===== config.mk =====
export PLATFORM = sky130hd
export DESIGN_NAME = color_ratio_meter
export DESIGN_NICKNAME = d
export VERILOG_FILES = /design/src/rtl/color_ratio_meter.sv
export SDC_FILE = /design/constraint.sdc
export NUM_CORES = 1
export LEC_CHECK = 0
export CAP_MARGIN = 15
export CORE_MARGIN = 2
export CORE_UTILIZATION = 25
export DETAILED_ROUTE_END_ITERATION = 6
export PLACE_DENSITY_LB_ADDON = 0.2
export SLEW_MARGIN = 20
export SYNTH_ARGS = -nofsm -noshare
export SYNTH_HDL_FRONTEND = slang
export SYNTH_SLANG_ARGS = --single-unit

===== constraint.sdc =====
create_clock -name clk -period 4.6 [get_ports clk]
set_input_delay 0.92 -clock clk [delete_from_list [all_inputs] [get_ports clk]]
set_output_delay 0.92 -clock clk [all_outputs]
set_load 0.05 [all_outputs]

===== src/rtl/color_ratio_meter.sv =====
// color_ratio_meter: counts rising edges on NUM_CH colour channels and one
// reference channel over a fixed gate window. Each window it publishes every
// channel's percentage of the reference, clamped to 100, plus per-channel
// in-window flags.
// Optional build macro AUTO_SCALE_EN: steps the sensor scaling code down or up
// from the reference count at each publish. Without it, scale is SCALE_INIT.
//
// state     | meaning
// ----------+-------------------------------------------------------------
// S_IDLE    | waiting for the gate window terminal cycle (snapshot)
// S_DIVIDE  | computing pct_k = min(100, cnt_k*100/ref), one channel at a time
// S_COMPARE | window compare, register outputs, pulse valid next cycle
module color_ratio_meter #(
    parameter int         NUM_CH      = 3,
    parameter int         CNT_W       = 16,
    parameter int         GATE_CYCLES = 100000,
    parameter logic [1:0] SCALE_INIT  = 2'b11
) (
    input  logic                  clk,
    input  logic                  rst_n,
    input  logic [NUM_CH-1:0]     sensor_freq,
    input  logic                  ref_freq,
    input  logic [NUM_CH*7-1:0]   lo_pct,
    input  logic [NUM_CH*7-1:0]   hi_pct,
    output logic [1:0]            scale,
    output logic [NUM_CH*7-1:0]   pct_out,
    output logic [NUM_CH-1:0]     match,
    output logic                  valid,
    output logic                  overflow
);

    localparam int DW = CNT_W + 7;
    localparam int BW = $clog2(DW + 1);
    localparam int GW = $clog2(GATE_CYCLES);
    localparam int KW = (NUM_CH > 1) ? $clog2(NUM_CH) : 1;
    localparam logic [CNT_W-1:0] CNT_MAX = '1;

    typedef enum logic [1:0] {
        S_IDLE,
        S_DIVIDE,
        S_COMPARE
    } state_t;

    state_t state, state_nxt;

    // channel NUM_CH is the reference channel in all per-channel vectors
    logic [NUM_CH:0]    sync1, sync2, sync3;
    logic [NUM_CH:0]    rise;

    logic [GW-1:0]      gate_cnt;
    logic               gate_tc;

    logic [CNT_W-1:0]   cnt      [NUM_CH+1];
    logic [CNT_W-1:0]   cnt_inc  [NUM_CH+1];
    logic               any_sat;
    logic               window_ovf;

    logic [CNT_W-1:0]   snap_cnt [NUM_CH];
    logic [CNT_W-1:0]   snap_ref;
    logic               snap_ovf;
    logic               missed;

    logic [KW-1:0]      k_idx;
    logic               k_last;
    logic               div_busy;
    logic [BW-1:0]      div_bits;
    logic [DW-1:0]      quo;
    logic [CNT_W-1:0]   rem;
    logic [CNT_W:0]     shifted;
    logic               ge;
    logic [CNT_W-1:0]   rem_nxt;
    logic [DW-1:0]      quo_nxt;
    logic [6:0]         pct_clamped;
    logic               ch_done;

    logic [6:0]         pct_calc [NUM_CH];
    logic [NUM_CH*7-1:0] pct_packed;
    logic [NUM_CH-1:0]  match_nxt;

    assign rise    = sync2 & ~sync3;
    assign gate_tc = (gate_cnt == GW'(GATE_CYCLES - 1));
    assign k_last  = (k_idx == KW'(NUM_CH - 1));

    // two-flop synchronisers plus one delay stage for edge detection
    always_ff @(posedge clk or negedge rst_n) begin
        if (!rst_n) begin
            sync1 <= '0;
            sync2 <= '0;
            sync3 <= '0;
        end else begin
            sync1 <= {ref_freq, sensor_freq};
            sync2 <= sync1;
            sync3 <= sync2;
        end
    end

    // gate window counter, wraps after GATE_CYCLES-1
    always_ff @(posedge clk or negedge rst_n) begin
        if (!rst_n) begin
            gate_cnt <= '0;
        end else if (gate_tc) begin
            gate_cnt <= '0;
        end else begin
            gate_cnt <= gate_cnt + GW'(1);
        end
    end

    // saturating increment; an edge on the terminal cycle is still counted
    always_comb begin
        any_sat = 1'b0;
        for (int i = 0; i <= NUM_CH; i++) begin
            cnt_inc[i] = cnt[i];
            if (rise[i] && (cnt[i] != CNT_MAX)) begin
                cnt_inc[i] = cnt[i] + CNT_W'(1);
            end
            if (cnt_inc[i] == CNT_MAX) begin
                any_sat = 1'b1;
            end
        end
    end

    // edge counters and sticky saturation flag, cleared after each window
    always_ff @(posedge clk or negedge rst_n) begin
        if (!rst_n) begin
            for (int i = 0; i <= NUM_CH; i++) begin
                cnt[i] <= '0;
            end
            window_ovf <= 1'b0;
        end else if (gate_tc) begin
            for (int i = 0; i <= NUM_CH; i++) begin
                cnt[i] <= '0;
            end
            window_ovf <= 1'b0;
        end else begin
            for (int i = 0; i <= NUM_CH; i++) begin
                cnt[i] <= cnt_inc[i];
            end
            window_ovf <= window_ovf | any_sat;
        end
    end

    // snapshot at window end; a snapshot while busy is dropped and remembered
    always_ff @(posedge clk or negedge rst_n) begin
        if (!rst_n) begin
            for (int i = 0; i < NUM_CH; i++) begin
                snap_cnt[i] <= '0;
            end
            snap_ref <= '0;
            snap_ovf <= 1'b0;
            missed   <= 1'b0;
        end else begin
            if (state == S_COMPARE) begin
                missed <= 1'b0;
            end
            if (gate_tc) begin
                if (state == S_IDLE) begin
                    for (int i = 0; i < NUM_CH; i++) begin
                        snap_cnt[i] <= cnt_inc[i];
                    end
                    snap_ref <= cnt_inc[NUM_CH];
                    snap_ovf <= window_ovf | any_sat;
                end else begin
                    missed <= 1'b1;
                end
            end
        end
    end

    // one restoring-division step: quotient bits shift into quo from the right
    always_comb begin
        shifted     = {rem, quo[DW-1]};
        ge          = (shifted >= {1'b0, snap_ref});
        rem_nxt     = ge ? CNT_W'(shifted - {1'b0, snap_ref}) : shifted[CNT_W-1:0];
        quo_nxt     = {quo[DW-2:0], ge};
        pct_clamped = (quo_nxt > DW'(100)) ? 7'd100 : quo_nxt[6:0];
        ch_done     = (state == S_DIVIDE) &&
                      ((!div_busy && (snap_ref == '0)) ||
                       (div_busy && (div_bits == BW'(1))));
    end

    // FSM state register
    always_ff @(posedge clk or negedge rst_n) begin
        if (!rst_n) begin
            state <= S_IDLE;
        end else begin
            state <= state_nxt;
        end
    end

    // FSM next-state logic
    always_comb begin
        state_nxt = state;
        case (state)
            S_IDLE:    if (gate_tc) state_nxt = S_DIVIDE;
            S_DIVIDE:  if (ch_done && k_last) state_nxt = S_COMPARE;
            S_COMPARE: state_nxt = S_IDLE;
            default:   state_nxt = S_IDLE;
        endcase
    end

    // divider datapath: one load cycle then DW iterations per channel
    always_ff @(posedge clk or negedge rst_n) begin
        if (!rst_n) begin
            k_idx    <= '0;
            div_busy <= 1'b0;
            div_bits <= '0;
            quo      <= '0;
            rem      <= '0;
            for (int i = 0; i < NUM_CH; i++) begin
                pct_calc[i] <= '0;
            end
        end else if (state == S_DIVIDE) begin
            if (!div_busy) begin
                if (snap_ref == '0) begin
                    pct_calc[k_idx] <= '0;
                    k_idx           <= k_last ? '0 : k_idx + KW'(1);
                end else begin
                    quo      <= DW'(snap_cnt[k_idx]) * DW'(100);
                    rem      <= '0;
                    div_bits <= BW'(DW);
                    div_busy <= 1'b1;
                end
            end else begin
                quo      <= quo_nxt;
                rem      <= rem_nxt;
                div_bits <= div_bits - BW'(1);
                if (div_bits == BW'(1)) begin
                    pct_calc[k_idx] <= pct_clamped;
                    div_busy        <= 1'b0;
                    k_idx           <= k_last ? '0 : k_idx + KW'(1);
                end
            end
        end else begin
            k_idx    <= '0;
            div_busy <= 1'b0;
        end
    end

    // strict window compare and output packing
    always_comb begin
        pct_packed = '0;
        match_nxt  = '0;
        for (int k = 0; k < NUM_CH; k++) begin
            pct_packed[7*k +: 7] = pct_calc[k];
            match_nxt[k] = (lo_pct[7*k +: 7] < pct_calc[k]) &&
                           (pct_calc[k] < hi_pct[7*k +: 7]);
        end
    end

    // publish registers; outputs hold between publishes
    always_ff @(posedge clk or negedge rst_n) begin
        if (!rst_n) begin
            pct_out  <= '0;
            match    <= '0;
            overflow <= 1'b0;
            valid    <= 1'b0;
        end else begin
            valid <= (state == S_COMPARE);
            if (state == S_COMPARE) begin
                pct_out  <= pct_packed;
                match    <= match_nxt;
                overflow <= snap_ovf | missed;
            end
        end
    end

`ifdef AUTO_SCALE_EN
    localparam int HI_THR = 3 * ((1 << CNT_W) - 1);
    localparam int LO_THR = (1 << CNT_W) / 16;

    logic ref_high, ref_low;

    assign ref_high = ({snap_ref, 2'b00} >= (CNT_W+2)'(HI_THR)) || (snap_ref == CNT_MAX);
    assign ref_low  = (snap_ref < CNT_W'(LO_THR));

    // scale steps on the valid cycle, so the new code appears the cycle after
    always_ff @(posedge clk or negedge rst_n) begin
        if (!rst_n) begin
            scale <= SCALE_INIT;
        end else if (valid) begin
            if (ref_high) begin
                if (scale > 2'b01) scale <= scale - 2'b01;
            end else if (ref_low) begin
                if (scale < 2'b11) scale <= scale + 2'b01;
            end
        end
    end
`else
    assign scale = SCALE_INIT;
`endif

endmodule

==> results of run 1 <==
## worst paths after layout
path	start	endpoint	slack (ns)
setup / recovery	k_idx[1]	quo[17]	0.37
hold / removal	sync1[2]	sync2[2]	0.34
setup reg to reg	k_idx[1]	quo[17]	0.37
hold reg to reg	sync1[2]	sync2[2]	0.34
max in group asynchronous	rst_n	k_idx[1]	3.17
min in group asynchronous	rst_n	rem[13]	0.44
## critical path, stage by stage, from the launching register on
cell	delay, ns
dfrtp_2	0.47
buf_4	0.17
mux2i_1	0.19
nor2_1	0.05
a21oi_1	0.24
inv_1	0.12
ha_1	0.32
ha_1	0.28
inv_1	0.05
fa_1	0.49
inv_1	0.04
ha_1	0.24
or4_1	0.45
o22ai_2	0.24
o21ai_0	0.16
o21ai_0	0.17
nand2b_1	0.08
xnor2_1	0.12
a211oi_1	0.23
## state kept, by name, indices dropped and copies added (netlist names)
name,count
pct_out,21
div_busy,1
snap_ref,16
gate_cnt,17
sync3,4
quo,23
window_ovf,1
overflow,1
valid,1
pct_calc,21
cnt,64
snap_ovf,1
match,3
rem,16
k_idx,2
state,2
sync1,4
snap_cnt,48
missed,1
div_bits,5
sync2,4
## area by class of cell
cell class	instances	area [um2]	area share (%)
timing repair buffer	96	958	5.45
tap	773	967	5.50
inverter	119	447	2.54
clock inverter	13	123	0.697
sequential	256	6410	36.4
clock buffer	47	993	5.65
multi-input combinational	1184	7700	43.8
## layer usage
| metal | global-route usage [%] | up-vias |
|---|---|---|
| met5 | 0 | - |
| met2 | 19.8 | 199 |
| li1 | - | 5792 |
| met3 | 2.08 | 54 |
| met1 | 17.9 | 5433 |
| met4 | 3.47 | 0 |
## synthesized netlist by cell type, drive strengths merged (7+ instances only)
library cell	instances
nor3	24
nand2	193
dfrtp	256
inv	119
ha	111
xor2	36
xnor2	44
a21o	17
nand4	27
buf	10
or4	7
nand2b	21
or2	9
and3	11
and4	7
fa	12
nor2	144
a211oi	8
o21ai	172
mux2	11
a21oi	66
o22ai	42
clkbuf	54
nor4	28
nor2b	22
nand3	45
mux2i	37
or3	9
## per-stage QoR
step / setup WS, ns / power [mW] / hold slack [ns]
2_1_floorplan: 0.0173 / 2.86 / 0.331
3_3_place_gp: 0.227 / 3.06 / 0.332
3_5_place_dp: 0.101 / 3.07 / 0.336
4_1_cts: 0.0808 / 5.79 / 0.348
5_1_grt: 0.0253 / 5.97 / 0.351
6_report: 0.374 / 5.68 / 0.344
## cell families after synthesis
kind of cell / count (synthesis) / synth area share (%)
flip-flops: 256 / 43.3
buffers and inverters: 183 / 4.73
AND/OR/NAND/NOR: 574 / 18.7
multiplexers: 48 / 3.34
AO/OA/AOI/OAI: 357 / 14.1
XOR/XNOR: 80 / 4.74
adder cells (fa/ha/maj): 123 / 11.0
other: 1 / 0.0254
## report_power, final
group          switching [mW]  internal, mW  leakage [nW]
clock network            1.03          1.62         0.546
logic                   0.291         0.219          3.94
registers               0.160          2.36          3.48
==> flow_metrics.env, run 1 <==
export IMPL_tritoncts_num_buffers=35
export IMPL_post_cts_repair_setup_buffers=0
export IMPL_yosysTopAreaCell="dfrtp_1"
export IMPL_area_growth_pct=19.0
export IMPL_postPlaceCellArea_mm2=0.0165
export IMPL_vias_per_cell=4.61
export IMPL_worst_pin_slew_ns=0.827
export IMPL_port_buffers=73
export IMPL_cts_htree_levels=2
export IMPL_dieHeight_um=247
export IMPL_met2WireLength_um=16300
export IMPL_max_cap_viol_count=0
export IMPL_cts_sinks=256
export IMPL_dr_total_vias=11500
export IMPL_finalCritPeriodShare_pct=91.9
export IMPL_cts_hold_repair_buffers=0
export IMPL_timing_hold_violations_final=0
export IMPL_final_common_cell="dfrtp_1"
export IMPL_filler_cell_count=6132
export IMPL_globalplace_congestion=0.811
export IMPL_synth_seq_cells=256
export IMPL_maxUsedRoutingLayer="met4"
export IMPL_dpl_hpwl_um=27500
export IMPL_diodes=0
export IMPL_most_common_layout_cells="dfrtp_1, nand2_1, o21ai_0"
export IMPL_max_vdd_ir_drop_mv=0.181
export IMPL_cts_tree="yes"
export IMPL_yosysTopAreaCellShare_pct=43.3
export IMPL_power_per_cell_area_mw_per_mm2=323
export IMPL_route_antenna_remaining_nets=0
export IMPL_final_max_slew_violation_count=0
export IMPL_synth_lib_cells_used_distinct=74
export IMPL_dr_pass1_iters=5
export IMPL_timing_critical_path_from_type="flop"
export IMPL_nNetsFinal=1863
export IMPL_met1_length_um=19200
export IMPL_p_leak_nw=7.97
export IMPL_classification_of_the_worst_setup_path="reg2reg"
export IMPL_routed_wl_um=37800
export IMPL_vias_in_the_first_global_route=11600
export IMPL_fmaxAchievable_mhz=237
export IMPL_final_area_mm2=0.0176
export IMPL_met3_length_um=1590
export IMPL_post_synth_main_area_contributors="dfrtp_1, ha_1, o21ai_0"
export IMPL_setup_repair_after_global_routing_missed_its_margin="no"
export IMPL_yosysWarnings=0
export IMPL_drt_first_iter_violations=556
export IMPL_cts_root_buffer_cell="clkbuf_16"
export IMPL_finalClockSkew_ns=0.0167
export IMPL_route_detailed_wl_per_inst_um=15.2
export IMPL_critical_path_required_ns=5.03
export IMPL_worst_path_arrival_ns=4.66
export IMPL_cts_root_to_sink_buffers=3
export IMPL_timing_reg2reg_worst_path_depth=18
export IMPL_slew_limit_headroom_pct=44.8
export IMPL_setup_violations=0
export IMPL_end_kind="flop"
export IMPL_postLayoutCoreUtil_pct=30.0
export IMPL_drc_errors=0
export IMPL_placementRows=89
export IMPL_number_of_instances_resized_during_post_cts_repair=0
export IMPL_clk_pin_slew_ns=0.05
export IMPL_grt_pass1_wl_um=62600
export IMPL_synth_cells=1622
export IMPL_die_w_um=247
export IMPL_worstPathMaxFanout=8
export IMPL_yosysSeqAreaShare_pct=43.3
export IMPL_worstHoldPathType="reg2reg"
export IMPL_synth_edf_count=0
export IMPL_whs_path_depth=0
export IMPL_outcome="complete, no violations"
export IMPL_post_synth_instance_area_mm2=0.0148
export IMPL_final_instance_count_excl_fill=2488
export IMPL_dominantRegCellSynth="dfrtp_1"
export IMPL_floorplan_die_area_mm2=0.0611
export IMPL_avgSynthCellArea_um2=9.11
export IMPL_grt_overflow_total=0
export IMPL_grt_util_all_layers_pct=12.6
export IMPL_grt_start_max_net_pins=130
export IMPL_clock_latency_ns=0.54
export IMPL_timing_setup_tns_ns=0
export IMPL_grt_antenna_before_repair=1
export IMPL_initial_utilization_pct=25.2
export IMPL_design_core_area_mm2=0.0587
export IMPL_dpl_cell_count=2427
export IMPL_async_sr_flop_fraction_pct=100
export IMPL_floorplan_io_pins=76
export IMPL_drive_above_1_share_pct=6.47
export IMPL_finalWorstPathRequiredPeriod_ns=4.23
No activity file was read; power rests on OpenSTA's default activity.
==> run 2: changes to the inputs <==
- REMOVE_ABC_BUFFERS: default -> 1
==> run 2 against run 1 <==
Maximum frequency fell by 1.5%. Cell area rose by 0.52%. Power rose by 5.0%. Count of clock-buffer cells in the layout did not move. Cell count barely moved. Sequential power barely moved. Sequential cell count did not move. Combinational power rose by 3%.
==> flow_metrics.env, run 2 (synthesis gave the netlist of run 1 again) <==
export IMPL_outcome="complete, no violations"
export IMPL_cts_htree_levels=2
export IMPL_post_cts_repair_setup_buffers=0
export IMPL_grt_start_max_net_pins=94
export IMPL_cts_root_to_sink_buffers=3
export IMPL_floorplan_die_area_mm2=0.0611
export IMPL_reg2reg_setup_slack_ns=0.31
export IMPL_grt_pass1_wl_um=62800
export IMPL_setup_violations=0
export IMPL_reg2reg_from="k_idx[1]"
export IMPL_area_growth_pct=19.6
export IMPL_end_kind="flop"
export IMPL_most_common_layout_cells="dfrtp_1, nand2_1, o21ai_0"
export IMPL_worst_path_largest_cell_delay_ns=0.52
export IMPL_power_per_cell_area_mw_per_mm2=337
export IMPL_met3_length_um=1510
export IMPL_worstHoldPathType="reg2reg"
export IMPL_dpl_hpwl_um=28200
export IMPL_max_vdd_ir_drop_mv=0.162
export IMPL_number_of_flip_flops_under_the_largest_register_name=64
export IMPL_worst_pin_slew_ns=0.887
export IMPL_clock_latency_ns=0.53
export IMPL_grt_util_all_layers_pct=12.8
export IMPL_drc_errors=0
export IMPL_setup_repair_after_global_routing_missed_its_margin="no"
export IMPL_design_core_area_mm2=0.0587
export IMPL_met2WireLength_um=17200
export IMPL_tritoncts_num_buffers=34
export IMPL_globalplace_congestion=0.805
export IMPL_finalWorstPathRequiredPeriod_ns=4.29
export IMPL_whs_path_depth=0
export IMPL_largest_registers="cnt: 64 flops, snap_cnt: 48 flops, quo: 23 flops"
export IMPL_drive_above_1_share_pct=6.25
export IMPL_critPathSlowestCell="or4_1"
export IMPL_placementRows=89
export IMPL_path_delay_family="adder cells"
export IMPL_timing_reg2reg_worst_path_depth=16
export IMPL_worst_path_buf_inv=3
export IMPL_r2r_end="quo[17]"
export IMPL_dr_total_vias=11500
export IMPL_die_w_um=247
export IMPL_route_detailed_wl_per_inst_um=15.3
export IMPL_timing_setup_tns_ns=0
export IMPL_final_area_mm2=0.0177
export IMPL_grt_antenna_before_repair=0
export IMPL_route_antenna_remaining_nets=0
export IMPL_total_power_mw=5.97
export IMPL_final_max_slew_violation_count=0
export IMPL_cts_sinks=256
export IMPL_timing_critical_path_from_type="flop"
export IMPL_worst_path_arrival_ns=4.73
export IMPL_cts_tree="yes"
export IMPL_clk_pin_slew_ns=0.06
export IMPL_max_cap_viol_count=0
export IMPL_vias_per_cell=4.61
export IMPL_fmaxAchievable_mhz=233
export IMPL_diodes=0
export IMPL_slew_limit_headroom_pct=40.9
export IMPL_worstPathMaxFanout=10
export IMPL_min_delay_start="sync1[2]"
export IMPL_hold_worst_slack_ns=0.348
export IMPL_grt_overflow_total=0
export IMPL_drt_first_iter_violations=670
export IMPL_maxUsedRoutingLayer="met4"
export IMPL_nNetsFinal=1861
export IMPL_vias_in_the_first_global_route=11400
export IMPL_initial_utilization_pct=25.2
export IMPL_max_flop_register="cnt"
export IMPL_routed_wl_um=38100
export IMPL_dr_pass1_iters=5
export IMPL_cts_root_buffer_cell="clkbuf_16"
export IMPL_finalClockSkew_ns=0.0116
export IMPL_dieHeight_um=247
export IMPL_classification_of_the_worst_setup_path="reg2reg"
export IMPL_p_leak_nw=7.99
export IMPL_finalCritPeriodShare_pct=93.3
export IMPL_postPlaceCellArea_mm2=0.0165
export IMPL_critical_path_required_ns=5.04
export IMPL_floorplan_io_pins=76
export IMPL_filler_cell_count=6112
export IMPL_port_buffers=73
export IMPL_hold_end="sync2[2]"
export IMPL_timing_hold_violations_final=0
export IMPL_final_common_cell="dfrtp_1"
export IMPL_met1_length_um=18600
export IMPL_critical_path_cell_chain="buf_4, mux2i_1, o21ai_0, ha_1, ha_1, inv_1, fa_1, inv_1, ha_1, or4_1, o22ai_1, o21ai_0, o21ai_0, nand2b_1, xnor2_1, a211oi_1"
[run 2: changes by cell type in the layout (fill, tap and decap cells not counted), moves of 2 or more]
cell and delta:
o21ai_0 +2, clkbuf_16 -2, o21ai_1 -2, clkinv_2 -5
clkbuf_1 +2, bufinv_16 +6, clkinvlp_4 -3
[run 2: worst reg2reg max path, delay by kind of cell, from the launching register on]
kind,cells,cell delay (ns)
XOR/XNOR,1,0.12
multiplexers,1,0.12
AND/OR/NAND/NOR,2,0.60
adder cells (fa/ha/maj),4,1.36
AO/OA/AOI/OAI,5,1.32
buffers and inverters,3,0.28
flip-flops,1,0.39
[run 2: per-stage QoR]
step                utilization (%)  worst slack, ns  std cells
finish                         30.1            0.309       2486
global route                   30.1         0.000359       2486
CTS                            30.1            0.207       2486
detailed placement             28.1            0.231       2427
global placement               28.1            0.359       2427
floorplan                         -           0.0153       1559
[run 2: worst max path at each step]
stage             start       to  slack, ns  cells past startpoint
3_5_place_dp   k_idx[1]  quo[22]       0.23                     17
4_1_cts        k_idx[1]  quo[22]       0.21                     17
2_1_floorplan  k_idx[1]  quo[22]       0.02                     15
6_report       k_idx[1]  quo[17]       0.31                     16
3_3_place_gp   k_idx[1]  quo[22]       0.36                     17
5_1_grt        k_idx[1]  quo[17]     0.0004                     17
[run 2: repair_timing]
item | 4_1_cts | 5_1_grt
endpoints found under the setup margin | 0 | 2
endpoints found under the hold margin | 0 | 0
hold buffers | 0 | 0
gates resized for setup | 0 | 3
[run 2: layout make-up]
cell class / instances / area, um2 / area share [%]
timing repair buffer: 95 / 951 / 5.38
clock buffer: 47 / 951 / 5.38
inverter: 119 / 447 / 2.53
tap: 773 / 967 / 5.47
clock inverter: 12 / 264 / 1.49
sequential: 256 / 6410 / 36.2
multi-input combinational: 1184 / 7700 / 43.5
[run 2: where the power goes]
part / leakage (nW) / internal [mW] / switching (mW) / total, mW
clock: 0.593 / 1.89 / 1.03 / 2.92
combinational: 3.91 / 0.223 / 0.302 / 0.525
sequential: 3.48 / 2.36 / 0.162 / 2.52
[run 2: metal layers]
metal  vias to the layer above  global-route usage, %
li1                       5785                      -
met1                      5440                   17.6
met2                       178                   20.7
met3                        50                   2.32
met4                         0                   2.87
met5                         -                      0
